File: src/rtl/io_cond_pkg.sv
// Shared types and defaults for the input-conditioning blocks.
// The debounce state encoding is kept here so other conditioners can reuse it.
package io_cond_pkg;

    typedef enum logic [1:0] {
        StableLo,
        CheckHi,
        StableHi,
        CheckLo
    } db_state_e;

    localparam int unsigned DefSyncStages     = 2;
    localparam int unsigned DefDebounceCycles = 16;

endpackage

File: src/rtl/sync_chain.sv
// N-flop synchroniser for asynchronous single-bit inputs, with a synchronous reset value.
module sync_chain #(
    parameter int unsigned STAGES    = 2,
    parameter logic        RESET_VAL = 1'b0
) (
    input  logic clk_i,
    input  logic rstn_i,
    input  logic d_i,
    output logic q_o
);

    logic [STAGES-1:0] chain_q;

    always_ff @(posedge clk_i) begin
        if (!rstn_i) begin
            chain_q <= {STAGES{RESET_VAL}};
        end else begin
            chain_q <= {chain_q[STAGES-2:0], d_i};
        end
    end

    assign q_o = chain_q[STAGES-1];

endmodule

File: src/rtl/sync_debounce.sv
// Synchronise a bouncy input, then only change the output after DEBOUNCE_CYCLES stable samples.
// Aborted qualifications are counted in a saturating glitch counter.
module sync_debounce
    import io_cond_pkg::*;
#(
    parameter int unsigned SYNC_STAGES     = DefSyncStages,
    parameter int unsigned DEBOUNCE_CYCLES = DefDebounceCycles,
    parameter int unsigned CNT_W           = $clog2(DEBOUNCE_CYCLES),
    parameter int unsigned GLITCH_W        = 8,
    parameter logic        RESET_VAL       = 1'b0
) (
    input  logic                clk,
    input  logic                rstn,
    input  logic                in,
    input  logic                en,
    input  logic                glitch_clr,
    output logic                out,
    output logic                busy,
    output logic [GLITCH_W-1:0] glitch_cnt
);

    localparam logic [CNT_W-1:0] CntLast = CNT_W'(DEBOUNCE_CYCLES - 1);

    logic                s;
    db_state_e           state_q;
    logic [CNT_W-1:0]    cnt_q;
    logic                out_q;
    logic [GLITCH_W-1:0] glitch_q;
    logic                glitch_ev;

    sync_chain #(
        .STAGES    (SYNC_STAGES),
        .RESET_VAL (RESET_VAL)
    ) u_sync (
        .clk_i  (clk),
        .rstn_i (rstn),
        .d_i    (in),
        .q_o    (s)
    );

    // A glitch is a candidate transition whose run of opposite samples is broken.
    always_comb begin
        glitch_ev = 1'b0;
        if (en) begin
            glitch_ev = ((state_q == CheckHi) && !s) || ((state_q == CheckLo) && s);
        end
    end

    always_ff @(posedge clk) begin
        if (!rstn) begin
            state_q  <= RESET_VAL ? StableHi : StableLo;
            cnt_q    <= '0;
            out_q    <= RESET_VAL;
            glitch_q <= '0;
        end else begin
            if (en) begin
                unique case (state_q)
                    StableLo: begin
                        if (s) begin
                            state_q <= CheckHi;
                            cnt_q   <= CNT_W'(1);
                        end
                    end
                    CheckHi: begin
                        if (!s) begin
                            state_q <= StableLo;
                            cnt_q   <= '0;
                        end else if (cnt_q == CntLast) begin
                            state_q <= StableHi;
                            out_q   <= 1'b1;
                            cnt_q   <= '0;
                        end else begin
                            cnt_q <= cnt_q + CNT_W'(1);
                        end
                    end
                    StableHi: begin
                        if (!s) begin
                            state_q <= CheckLo;
                            cnt_q   <= CNT_W'(1);
                        end
                    end
                    CheckLo: begin
                        if (s) begin
                            state_q <= StableHi;
                            cnt_q   <= '0;
                        end else if (cnt_q == CntLast) begin
                            state_q <= StableLo;
                            out_q   <= 1'b0;
                            cnt_q   <= '0;
                        end else begin
                            cnt_q <= cnt_q + CNT_W'(1);
                        end
                    end
                    default: begin
                        state_q <= StableLo;
                        cnt_q   <= '0;
                    end
                endcase
            end

            // Clear wins over a coincident glitch event.
            if (glitch_clr) begin
                glitch_q <= '0;
            end else if (glitch_ev && (glitch_q != '1)) begin
                glitch_q <= glitch_q + GLITCH_W'(1);
            end
        end
    end

    assign out        = out_q;
    assign busy       = (state_q == CheckHi) || (state_q == CheckLo);
    assign glitch_cnt = glitch_q;

endmodule

File: config.mk
export PLATFORM = sky130hd
export DESIGN_NAME = sync_debounce
export DESIGN_NICKNAME = d
export VERILOG_FILES = /design/src/rtl/io_cond_pkg.sv /design/src/rtl/sync_chain.sv /design/src/rtl/sync_debounce.sv
export SDC_FILE = /design/constraint.sdc
export NUM_CORES = 1
export LEC_CHECK = 0
export ABC_AREA = 1
export CAP_MARGIN = 0
export CORE_MARGIN = 5
export CORE_UTILIZATION = 55
export CTS_CLUSTER_DIAMETER = 200
export CTS_CLUSTER_SIZE = 28
export DETAILED_ROUTE_END_ITERATION = 16
export PLACE_DENSITY = 0.92
export REMOVE_ABC_BUFFERS = 1
export SKIP_CTS_REPAIR_TIMING = 1
export SYNTH_ARGS = -nofsm -noshare
export SYNTH_HDL_FRONTEND = slang
export SYNTH_SLANG_ARGS = --single-unit
export TNS_END_PERCENT = 20
File: constraint.sdc
create_clock -name clk -period 1.95 [get_ports clk]
set_clock_uncertainty 0.1 [all_clocks]
set_input_delay 0.2925 -clock clk [delete_from_list [all_inputs] [get_ports clk]]
set_output_delay 0.2925 -clock clk [all_outputs]
set_load 0.05 [all_outputs]
==> results.py, run 1 <==
metrics = {
    "sta": {
        "relSlewSlack": 0.6703,
        "max_freq_mhz": 551.1,
        "slew_violations": 0,
        "fin_setup_tns_ns": 0,
        "rsz0062_at_grt": "no",
        "setup_violations": 0,
        "post-route-period-util": 0.9305,
        "setup_slack_ns": 0.1355,
        "tightest_slew_ns": 0.4929,
        "hold_violations": 0,
        "min_period_ns": 1.815,
    },
    "worst_setup_path": {
        "critPathTopFamily": "buffers and inverters",
        "r2r_slack_ns": 0.49,
        "required_ns": 1.56,
        "crit_path_max_fanout": 2,
        "crit_path_top_delay_cell": "clkdlybuf4s50_1",
        "cp-start-kind": "register",
        "cp-end-kind": "output port",
        "path_buf_inv": 1,
        "max_stage_delay_ns": 0.80,
        "cp.arrival_ns": 1.42,
        "worst-setup-path-type": "reg -> out",
        "crit_chain": "clkdlybuf4s50_1",
    },
    "floorplanning": {
        "die_y_um": 50.95,
        "dieArea_um2": 2595,
        "rows": 14,
        "start_util": 0.5982,
        "io_pins": 15,
        "die_w_um": 50.95,
        "coreArea_um2": 1541,
    },
    "synthesis": {
        "synth-seq-cells": 17,
        "ys_seq_area_frac": 0.3691,
        "synthCells": 142,
        "netlist_area_um2": 922.1,
        "avgSynthCellArea_um2": 6.494,
        "synth_cell_type_count": 17,
        "yosysTopAreaCellShare": 0.3691,
        "synth_largest_area_cell": "dfxtp_1",
        "ys_warn_count": 0,
        "ys_top_cells_by_area": "dfxtp_1 37%, nand2_1 18%, nor2_1 9.4%",
    },
    "pwr": {
        "cellLeakagePower_nw": 0.4702,
        "ir_drop_mv": 0.3714,
        "power_density_nw_per_um2": 557.3,
    },
    "detailed_routing": {
        "final_antenna_net_count": 0,
        "vias_per_cell": 5.114,
        "vias": 895,
        "route.detailed.drc": 0,
        "wl_um": 1967,
        "drt_first_pass_iters": 7,
        "drt_iter0_drc": 35,
        "wl_per_cell_um": 11.24,
    },
    "placement": {
        "dp_hpwl_um": 1531,
        "io_buffers": 14,
        "dpl_cell_area_um2": 1059,
        "place_congestion": 0.8813,
        "post-place-ws_ns": 0.2772,
    },
    "cells_and_area": {
        "nFillCells": 120,
        "nets": 167,
        "areaGrowthSynthToFinish_pct": 17.64,
        "final_layout_size_suffix_gt1_frac": 0.1321,
        "n_antenna_cell": 0,
        "fin_util": 0.7037,
        "fin_area_um2": 1085,
    },
    "clocking": {
        "clockBufferDepth": 2,
        "worst_skew_pair.late_latency_ns": 0.28,
        "numClockSinks": 17,
        "root_buffer": "clkbuf_4",
        "path_clk_slew_ns": 0.10,
        "cts_tree": "done",
        "cts_made_buffers": 3,
        "htree_levels": 1,
    },
    "job": {
        "maxCapViolCount": 0,
    },
    "grt": {
        "grt_first_pass_wirelength_um": 3118,
        "grt_usage": 0.1516,
        "grt_max_degree": 10,
        "grt_pass1_vias": 716,
        "antenna_found_initial": 0,
        "grt.overflow.total": 0,
    },
    "status": {
        "outcome": "finished, final reports clean",
    },
    "hold_path": {
        "hp-class": "reg -> reg",
    },
}
## synthesized netlist by cell type
library cell	n
ha_1	2
nand2_2	3
inv_1	16
nor2_1	23
nand3_1	11
clkbuf_1	1
o21ai_0	3
nand2_1	44
nand2_4	2
a21oi_1	8
nand4_1	5
dfxtp_1	17
xor2_1	1
nor2_4	2
clkinv_2	1
clkbuf_2	1
xnor2_1	2
## placed cells by master (no fill, tap or decap), types with 3 or more instances in the layout
cell type        count
o21ai_0              3
nand4_1              5
nor2_1              23
inv_1               16
buf_4               10
dfxtp_1             17
nand2_1             44
a21oi_1              8
clkbuf_4             3
nand2_2              3
clkdlybuf4s50_1      5
nand3_1             11
## stage by stage
stage,hold WS (ns),power [mW],cells
after CTS,0.3247,0.6067,175
after global routing,0.3317,0.6341,175
after detailed placement,0.3031,0.4237,171
after global placement,0.2976,0.4221,171
after floorplan,0.2860,0.4010,140
final,0.3218,0.6045,175
## metal layers
layer	part of all wire	wire (um)	track usage
met1	0.48	953	0.2039
met2	0.46	912	0.2376
met3	0.040	78	0.03488
met4	0.011	22	0.05106
met5	0	0	0
## power breakdown
group / total (mW) / switching [mW] / internal, mW
registers: 0.358 / 0.00576 / 0.352
clock network: 0.188 / 0.109 / 0.0794
logic: 0.0587 / 0.0368 / 0.0218
total: 0.605 / 0.151 / 0.453
## cell families after synthesis
family / count (synthesis) / share of synthesized area
fa+ha+maj: 2 / 0.02713
buf+inv: 19 / 0.08004
compound gates: 11 / 0.05970
simple gates: 90 / 0.4355
flops: 17 / 0.3691
xor+xnor: 3 / 0.02850
## sequential cells by signal, summed over array words and instances (netlist names), named ones only
signal	count
cnt_q	4
out	1
u_sync.chain_q	2
state_q	1
glitch_cnt	8
## worst paths after layout
path	from	to	cells after the start
worst max-delay path	out	out	1
worst min register to register	u_sync.chain_q[0]	u_sync.chain_q[1]	2
worst min-delay path	u_sync.chain_q[0]	u_sync.chain_q[1]	2
worst max register to register	glitch_cnt[0]	glitch_cnt[2]	7
## final cells by class
class	count	area [um^2]	area share
multi-input combinational	106	508.0	0.4683
inverter	17	65.06	0.05998
tap	16	20.02	0.01845
timing repair buffer	15	125.1	0.1153
sequential	17	340.3	0.3137
clock buffer	4	26.28	0.02422
Note: power is estimated with default switching activity, not from simulation.
==> run 2: changes to the inputs <==
- SLEW_MARGIN: default -> 10
==> results of run 2 <==
Final layout, timing and power as in run 1 (identical DEF).
